[src/rtl/scalar_lsu.sv]
// Multi-cycle load/store unit: one request at a time, routed to one of NumChan memory channels,
// with sub-word lane steering, load extension, alignment checking and an access timeout.
//
// state  | meaning
// -------+------------------------------------------------------------
// IDLE   | ready for a request; captures all request fields on accept
// ACCESS | mem_req_o asserted on the selected channel, waiting for ready
// RESP   | response presented until rsp_ready_i
module scalar_lsu #(
    parameter int DWidth        = 32,
    parameter int NumChan       = 2,
    parameter int TimeoutCycles = 255,
    localparam int ChanW        = (NumChan > 1) ? $clog2(NumChan) : 1
) (
    input  logic                        clk_i,
    input  logic                        rst_ni,
    input  logic                        req_valid_i,
    output logic                        req_ready_o,
    input  logic                        req_write_i,
    input  logic [1:0]                  req_size_i,
    input  logic                        req_signed_i,
    input  logic [ChanW-1:0]            req_chan_i,
    input  logic [DWidth-1:0]           req_addr_i,
    input  logic [DWidth-1:0]           req_wdata_i,
    output logic                        rsp_valid_o,
    input  logic                        rsp_ready_i,
    output logic [DWidth-1:0]           rsp_rdata_o,
    output logic [1:0]                  rsp_err_o,
    output logic [NumChan-1:0]          mem_req_o,
    output logic                        mem_write_o,
    output logic [DWidth-1:0]           mem_addr_o,
    output logic [DWidth-1:0]           mem_wdata_o,
    output logic [DWidth/8-1:0]         mem_be_o,
    input  logic [NumChan-1:0]          mem_ready_i,
    input  logic [NumChan*DWidth-1:0]   mem_rdata_i
);

    localparam int ByteW = DWidth / 8;
    localparam int OffW  = $clog2(ByteW);
    localparam int CntW  = (TimeoutCycles > 1) ? $clog2(TimeoutCycles + 1) : 1;

    localparam logic [1:0] ErrOk        = 2'd0;
    localparam logic [1:0] ErrMisalign  = 2'd1;
    localparam logic [1:0] ErrBadReq    = 2'd2;
    localparam logic [1:0] ErrTimeout   = 2'd3;

    typedef enum logic [1:0] {
        IDLE   = 2'd0,
        ACCESS = 2'd1,
        RESP   = 2'd2
    } state_t;

    state_t state_q, state_d;

    logic              op_write_q;
    logic              op_signed_q;
    logic [1:0]        op_size_q;
    logic [ChanW-1:0]  op_chan_q;
    logic [OffW-1:0]   op_off_q;
    logic [DWidth-1:0] mem_addr_q;
    logic [DWidth-1:0] mem_wdata_q;
    logic [ByteW-1:0]  mem_be_q;
    logic [CntW-1:0]   cnt_q;
    logic [DWidth-1:0] rdata_q;
    logic [1:0]        err_q;

    logic [OffW-1:0]   req_off;
    logic              req_bad;
    logic              misaligned;
    logic [DWidth-1:0] lane_wdata;
    logic [ByteW-1:0]  lane_be;
    logic [DWidth-1:0] sel_rdata;
    logic              sel_ready;
    logic [DWidth-1:0] shifted;
    logic [DWidth-1:0] ld_mask;
    logic              ld_sbit;
    logic [DWidth-1:0] ld_data;
    logic [CntW-1:0]   cnt_inc;
    logic              timed_out;

    assign req_off = req_addr_i[OffW-1:0];
    assign req_bad = ((req_size_i == 2'd3) && (DWidth == 32)) ||
                     (32'(req_chan_i) >= 32'(NumChan));

    always_comb begin
        misaligned = 1'b0;
        case (req_size_i)
            2'd1:    misaligned = req_addr_i[0];
            2'd2:    misaligned = |req_addr_i[1:0];
            2'd3:    misaligned = |req_addr_i[2:0];
            default: misaligned = 1'b0;
        endcase
    end

    // Store data is replicated across lanes so the byte enables alone pick the target bytes.
    always_comb begin
        lane_wdata = '0;
        lane_be    = '1;
        if (req_write_i) begin
            case (req_size_i)
                2'd0: begin
                    lane_wdata = {ByteW{req_wdata_i[7:0]}};
                    lane_be    = ByteW'(1) << req_off;
                end
                2'd1: begin
                    lane_wdata = {(ByteW/2){req_wdata_i[15:0]}};
                    lane_be    = ByteW'(3) << req_off;
                end
                2'd2: begin
                    lane_wdata = {(ByteW/4){req_wdata_i[31:0]}};
                    lane_be    = ByteW'(15) << req_off;
                end
                default: begin
                    lane_wdata = req_wdata_i;
                    lane_be    = '1;
                end
            endcase
        end
    end

    always_comb begin
        sel_rdata = '0;
        for (int k = 0; k < NumChan; k++) begin
            if (op_chan_q == ChanW'(k)) sel_rdata = mem_rdata_i[k*DWidth +: DWidth];
        end
    end

    assign sel_ready = |(mem_ready_i & mem_req_o);
    assign shifted   = sel_rdata >> {op_off_q, 3'b000};

    always_comb begin
        ld_mask = '1;
        ld_sbit = 1'b0;
        case (op_size_q)
            2'd0: begin
                ld_mask = DWidth'(8'hFF);
                ld_sbit = shifted[7];
            end
            2'd1: begin
                ld_mask = DWidth'(16'hFFFF);
                ld_sbit = shifted[15];
            end
            2'd2: begin
                ld_mask = DWidth'(32'hFFFF_FFFF);
                ld_sbit = shifted[31];
            end
            default: begin
                ld_mask = '1;
                ld_sbit = 1'b0;
            end
        endcase
    end

    assign ld_data   = (shifted & ld_mask) | ((op_signed_q && ld_sbit) ? ~ld_mask : '0);
    assign cnt_inc   = cnt_q + CntW'(1);
    assign timed_out = (TimeoutCycles != 0) && (cnt_inc == CntW'(TimeoutCycles));

    always_comb begin
        state_d = state_q;
        case (state_q)
            IDLE: begin
                if (req_valid_i) state_d = (req_bad || misaligned) ? RESP : ACCESS;
            end
            ACCESS: begin
                if (sel_ready || timed_out) state_d = RESP;
            end
            RESP: begin
                if (rsp_ready_i) state_d = IDLE;
            end
            default: state_d = IDLE;
        endcase
    end

    always_ff @(posedge clk_i) begin
        if (!rst_ni) state_q <= IDLE;
        else         state_q <= state_d;
    end

    always_ff @(posedge clk_i) begin
        if (!rst_ni) begin
            op_write_q  <= 1'b0;
            op_signed_q <= 1'b0;
            op_size_q   <= 2'd0;
            op_chan_q   <= '0;
            op_off_q    <= '0;
            mem_addr_q  <= '0;
            mem_wdata_q <= '0;
            mem_be_q    <= '0;
            cnt_q       <= '0;
            rdata_q     <= '0;
            err_q       <= ErrOk;
        end else begin
            case (state_q)
                IDLE: begin
                    if (req_valid_i) begin
                        op_write_q  <= req_write_i;
                        op_signed_q <= req_signed_i;
                        op_size_q   <= req_size_i;
                        op_chan_q   <= req_chan_i;
                        op_off_q    <= req_off;
                        mem_addr_q  <= {req_addr_i[DWidth-1:OffW], {OffW{1'b0}}};
                        mem_wdata_q <= lane_wdata;
                        mem_be_q    <= lane_be;
                        cnt_q       <= '0;
                        rdata_q     <= '0;
                        if (req_bad)         err_q <= ErrBadReq;
                        else if (misaligned) err_q <= ErrMisalign;
                        else                 err_q <= ErrOk;
                    end
                end
                ACCESS: begin
                    cnt_q <= cnt_inc;
                    // A ready in the timeout cycle still completes the access.
                    if (sel_ready) begin
                        rdata_q <= op_write_q ? '0 : ld_data;
                        err_q   <= ErrOk;
                    end else if (timed_out) begin
                        rdata_q <= '0;
                        err_q   <= ErrTimeout;
                    end
                end
                default: ;
            endcase
        end
    end

    assign req_ready_o = (state_q == IDLE);
    assign rsp_valid_o = (state_q == RESP);
    assign rsp_rdata_o = rdata_q;
    assign rsp_err_o   = err_q;
    assign mem_req_o   = (state_q == ACCESS) ? (NumChan'(1) << op_chan_q) : '0;
    assign mem_write_o = (state_q == ACCESS) && op_write_q;
    assign mem_addr_o  = mem_addr_q;
    assign mem_wdata_o = mem_wdata_q;
    assign mem_be_o    = mem_be_q;

endmodule

[config.mk]
export PLATFORM = sky130hd
export DESIGN_NAME = scalar_lsu
export DESIGN_NICKNAME = d
export VERILOG_FILES = /design/src/rtl/scalar_lsu.sv
export SDC_FILE = /design/constraint.sdc
export NUM_CORES = 1
export LEC_CHECK = 0
export ABC_CLOCK_PERIOD_IN_PS = 2100
export BUFFER_PORTS_ARGS = -buffer_cell sky130_fd_sc_hd__buf_2
export CORE_ASPECT_RATIO = 0.8
export CORE_UTILIZATION = 44
export CTS_CLUSTER_DIAMETER = 30
export DETAILED_ROUTE_END_ITERATION = 10
export HOLD_SLACK_MARGIN = 0.1
export PLACE_DENSITY = 0.77
export SLEW_MARGIN = 15
export SYNTH_ARGS = -nofsm -noshare
export SYNTH_HDL_FRONTEND = slang
export SYNTH_SLANG_ARGS = --single-unit
[constraint.sdc]
create_clock -name clk_i -period 2.1 [get_ports clk_i]
set_clock_uncertainty 0.15 [all_clocks]
set_input_delay 0.21 -clock clk_i [delete_from_list [all_inputs] [get_ports clk_i]]
set_output_delay 0.21 -clock clk_i [all_outputs]
set_load 0.05 [all_outputs]
; ---- Word-level counts from Yosys, hierarchy flattened
; Cells that the tools add are included.
[totals]
output_inout_bits = 107
wordCells = 77
register_bits = 117
input_bits = 139
[op_classes]
shifts = 5
n_addsub = 1
bitwise = 4
reduce_logical = 15
mux = 28
n_eq_ne = 12
[op_table]
columns = operator, n
row1 = 32-bit 2-to-1 mux, 7
row2 = 32-bit one-hot mux with 2 select lines, 3
row3 = 32-bit AND, 1
row4 = 32-bit inverter, 1
row5 = 32-bit bitwise OR, 1
row6 = 32-bit by 5-bit >> shifter with 32-bit output, 1
row7 = 2-bit 2-to-1 mux, 9
row8 = 8-bit one-hot mux with 2 select lines, 1
row9 = 4-bit one-hot mux with 3 select lines, 1
row10 = 8-bit by 1-bit adder with 8-bit output (second input constant), 1
row11 = 2-bit == test (second input constant), 4
row12 = 8-bit == test (second input constant), 1
row13 = 8-bit 2-to-1 mux, 1
row14 = 2-bit by 1-bit == test with 1-bit output (second input constant), 3
row15 = 2-bit logical NOT, 3
row16 = 1-bit one-hot mux with 3 select lines, 2
row17 = 2-bit one-hot mux with 3 select lines, 1
row18 = 3-bit AND reduction, 2
row19 = 4-bit 2-to-1 mux, 1
row20 = 2-bit != test (second input constant), 2
row21 = 2-bit one-hot mux with 2 select lines, 1
row22 = 2-bit AND reduction, 2
row23 = 2-bit OR reduction, 2
row24 = 1-bit by 2-bit << shifter with 4-bit output (first input constant), 1
row25 = 11 further kinds, 13

; ---- Logic depth before layout (Yosys ltp)
[depth]
depth_word = 9
depth_mapped = 9
mapped_depth_nobuf = 7

; ---- Least setup slack after synthesis
; No wires, ideal clock.
[synth_path]
kind = reg2reg
start = reg cnt_q[0]
end = reg rdata_q[20], in the netlist rsp_rdata_o[20]
setup_time_ps = 117
synth_period_minus_slack_ps = 2320
path_slack_ps = -220
required_ps = 1833
arrival_ps = 2053
stages_incl_launch_ff = 10
path_buffers = 2
cell_sequence = dfxtp_1 -> ha_1 -> clkbuf_8 -> nand3_1 -> or3b_1 -> o211ai_2 -> a31oi_4 -> o21a_4 -> buf_6 -> a22o_2
[synth_between]
elab_chain_cells = 4
[synth_rtl]
columns = item, line
row1 = from (decl), 63  ; logic [CntW-1:0] cnt_q;
row2 = from (signal assigned), 212  ; cnt_q <= cnt_inc;
row3 = 8-bit by 1-bit adder with 8-bit output, 155  ; assign cnt_inc = cnt_q + CntW'(1);
row4 = 8-bit == test, 156  ; assign timed_out = (TimeoutCycles != 0) && (cnt_inc == CntW'(TimeoutCycles));
row5 = 3-bit != test (no source line), -
row6 = 3-bit AND reduction (no source line), -
row7 = to (signal assigned), 215  ; rdata_q <= op_write_q ? '0 : ld_data;
row8 = to (decl), 64  ; logic [DWidth-1:0] rdata_q;
; Every way passes these cells.
; A chain may end at the register's enable or synchronous reset.

; ---- Worst setup path in the final report
[layout_path]
start = reg cnt_q[0]
end = reg err_q[0], in the netlist rsp_err_o[0]
[layout_between]
elab_chain_cells = 4
[layout_rtl]
columns = item, line
row1 = 8-bit by 1-bit adder with 8-bit output, 155
row2 = 8-bit == test, 156
row3 = 3-bit != test (no source line), -
row4 = 3-bit AND reduction (no source line), -
row5 = to (signal assigned), 191  ; err_q <= ErrOk;
row6 = to (signal assigned), 206  ; if (req_bad) err_q <= ErrBadReq;
row7 = to (signal assigned), 207  ; else if (misaligned) err_q <= ErrMisalign;
row8 = to (decl), 65  ; logic [1:0] err_q;
; Every way passes these cells.

==> impl_metrics.toml <==
[logic_synthesis]
synth_enable_flop_cells = 0
ys_seq_area_share_pct = 39.9
synth_top_cell_area_share_pct = 39.9
yosysWarningCount = 0
synth_top_area_cell = "dfxtp_1"
synth.avg_cell_area_um2 = 8.91
syn-cell-area_mm2 = 0.00587
synthArstFlopShare_pct = 0
synthTopCellsByArea = "dfxtp_1 40%, mux4_2 8.8%, nand2_1 8.2%"
synth-seq-cells = 117
netlist_instances = 659
synth_cell_types = 56
synthFlopType = "dfxtp_1"

[status]
violations = "setup timing"
status = "finished, violations left"

[clock_network]
clk_pin_slew_ps = 60
cts_sinks = 117
cts_buffers = 17
clock_insertion_delay_worst_skew_ps = 410
htree_levels = 4
cts_tree = "done"
cts-root-buf = "clkbuf_16"
clk_path_buf_depth = 2

[sta]
relSlewSlack_pct = 60.7
hold_viol = 0
period_share_pct = 102
finalSetupViolations = 12
tightest_slew_ps = 590
slew_viol_final = 0
rsz0062_at_grt = "true"
timing.final.ws_setup_ps = -40.1
period_minus_slack_ps = 2140
max_freq_mhz = 467

[final_layout]
most-common-layout-cells = "241 x buf_2, 127 x nand2_1, 111 x dfxtp_1"
multi_input_area_mm2 = 0.00336
fill_cells = 961
area_delta_synth_final_pct = 51.6
final_cells = 1169
final_common_cell = "buf_2"
fin_util_pct = 68.9
fin_nets = 1127
layout-drive-gt1-share_pct = 40.9
seq_area_mm2 = 0.00236

[setup_path]
critPathLaunch = "cnt_q[0]"
worst_r2r_path_depth = 9
crit_path_cell_trace = "ha_4, buf_4, nand2_1, nor3_1, or3_4, a31oi_4, buf_4, nor2_1, o21a_1"
slowest_stage = "or3_4"
path_common_cell = "buf_4"
r2r-start = "cnt_q[0]"
cp_top_family = "simple AND/OR/NAND/NOR gates"
cp-start-kind = "flop"
cp.arrival_ps = 2290
endpoint_kind = "flop"
worstSetupEndpoint = "rsp_err_o[0]"
path_depth = 9
r2r_slack_ps = -40
r2r-end = "rsp_err_o[0]"
path_max_fanout = 6
cpPeakStageDelay_ps = 380
critPathRequiredTime_ps = 2250
crit_buf_inv = 2
worstSetupPathType = "reg2reg"

[job]
drv_cap = 0

[placement]
dp.cells = 1056
dp_slack_ps = -26.4
place.gp.congestion = 0.838
place_hpwl_mm = 12.5
portBuffers = 243

[detailed_routing]
finalWirelength_mm = 19.4
drc = 0
ant_nets = 0
via_count = 6408
drt_iter0_drc = 450
first_pass_iters = 5
via_per_inst = 5.48
wire_per_inst_um = 16.6

[power]
p_sw_share_pct = 31.2
irDropWorstVdd_mv = 0.571
seq_power_share_pct = 34.1
switchingPower_mw = 2.21
pwr-share-clk_pct = 42.7
power_leakage_nw = 4.04
internal_power_mw = 4.88
power.density_mw_per_mm2 = 796
share_comb_of_total_power_pct = 23.2

[floorplanning]
die_y_um = 105
io_pins = 246
core_mm2 = 0.0129
die_w_um = 131
fp.dieArea_mm2 = 0.0138
start_util_pct = 45.4
num_rows = 37

[grt]
antenna_found_initial = 0
overflow = 0
grt.total_usage_pct = 27.1
grt_pass1_wl_mm = 30.0
grt_max_degree = 70
grt_pass1_vias = 6090

[worst_hold_path]
min_path_type = "in2reg"
## metal layers
metal / wire length (um) / vias to the layer above / track usage [%]
met4: 425 / 0 / 10.9
met2: 9440 / 283 / 44.9
met5: 0 / - / 0
met3: 1390 / 43 / 6.93
li1: - / 3035 / -
met1: 8100 / 3047 / 33.7
## synthesized netlist by cell type (4+ instances only)
cell	n
a21o_1	4
a21oi_1	62
a22o_1	9
a22o_2	14
a22oi_1	40
a311oi_1	4
a31oi_1	16
and2_1	4
buf_2	5
buf_4	4
clkbuf_1	39
dfxtp_1	117
ha_1	8
inv_1	4
mux2_2	17
mux2i_1	10
mux4_2	23
nand2_1	128
nand2b_1	4
nand3_1	12
nor2_1	51
nor2b_1	4
o21ai_0	26
o2bb2ai_1	7
## timing repair
item                                    CTS  global route
endpoints found under the setup margin   17            60
hold endpoints to repair                 74             0
gates cloned                              0             2
hold buffers                             72             0
gates resized for setup                   2            30
setup buffers                             0             6
pin swaps                                 3            17
## kinds of logic (layout without fill, tap and decap cells)
group,count (synthesis),in the layout,share of synthesized area [%]
AOI/OAI and AO/OA,197,198,22.7
adders and majority gates,8,8,1.71
buffers and inverters,62,394,5.22
DFF,117,117,39.9
muxes,50,50,13.8
other,1,3,0.0639
and+or+nand+nor,224,224,16.6
## power groups by stage
stage	Sequential, mW	Combinational, mW	Clock (mW)
detailed placement	2.46	1.47	0
CTS	2.41	1.58	3.04
floorplan	2.79	0.686	0
finish	2.42	1.65	3.02
global route	2.43	1.76	3.14
global placement	2.45	1.46	0
## per-stage QoR
| step | instance area (um2) | hold slack, ps | total power [mW] | TNS, ps |
|---|---|---|---|---|
| CTS | 8720 | 115 | 7.03 | -42.8 |
| global route | 8890 | 160 | 7.32 | -2640 |
| floorplan | 5910 | 196 | 3.47 | -475 |
| detailed placement | 7390 | 292 | 3.93 | -157 |
| finish | 8900 | 123 | 7.08 | -197 |
| global placement | 7390 | 288 | 3.92 | 0 |
## cell type report
cell class | count | area share [%]
flip-flops and latches | 117 | 26.5
clock buffers | 18 | 4.94
clock inverters | 14 | 1.95
multi-input cells | 482 | 37.8
inverters | 5 | 0.211
well taps | 175 | 2.46
repair buffers | 357 | 26.1
diodes | 1 | 0.0281
## how the worst min path moves through the flow
stage	from	endpoint	slack (ps)	cells past startpoint
floorplan	req_signed_i	op_signed_q	200	2
global placement	mem_wdata_o[4]	mem_wdata_o[4]	290	2
detailed placement	mem_wdata_o[5]	mem_wdata_o[5]	290	2
CTS	mem_rdata_i[24]	rsp_rdata_o[24]	110	4
global route	mem_rdata_i[24]	rsp_rdata_o[24]	160	4
finish	mem_rdata_i[24]	rsp_rdata_o[24]	120	4
## sequential cells by signal (all words and copies together) (netlist names)
signal       count
op_write_q       1
op_size_q        2
mem_wdata_o     32
op_off_q         2
rsp_rdata_o     32
op_signed_q      1
state_q          2
mem_be_o         4
op_chan_q        1
cnt_q            8
rsp_err_o        2
mem_addr_o      30
## tightest hold or removal path: cells and delay by family
kind,cells,cell delay [ps]
AO/OA/AOI/OAI,1,140
buffers and inverters,1,90
multiplexers,1,150
AND/OR/NAND/NOR,1,50
Note: power is estimated with default switching activity, not from simulation.
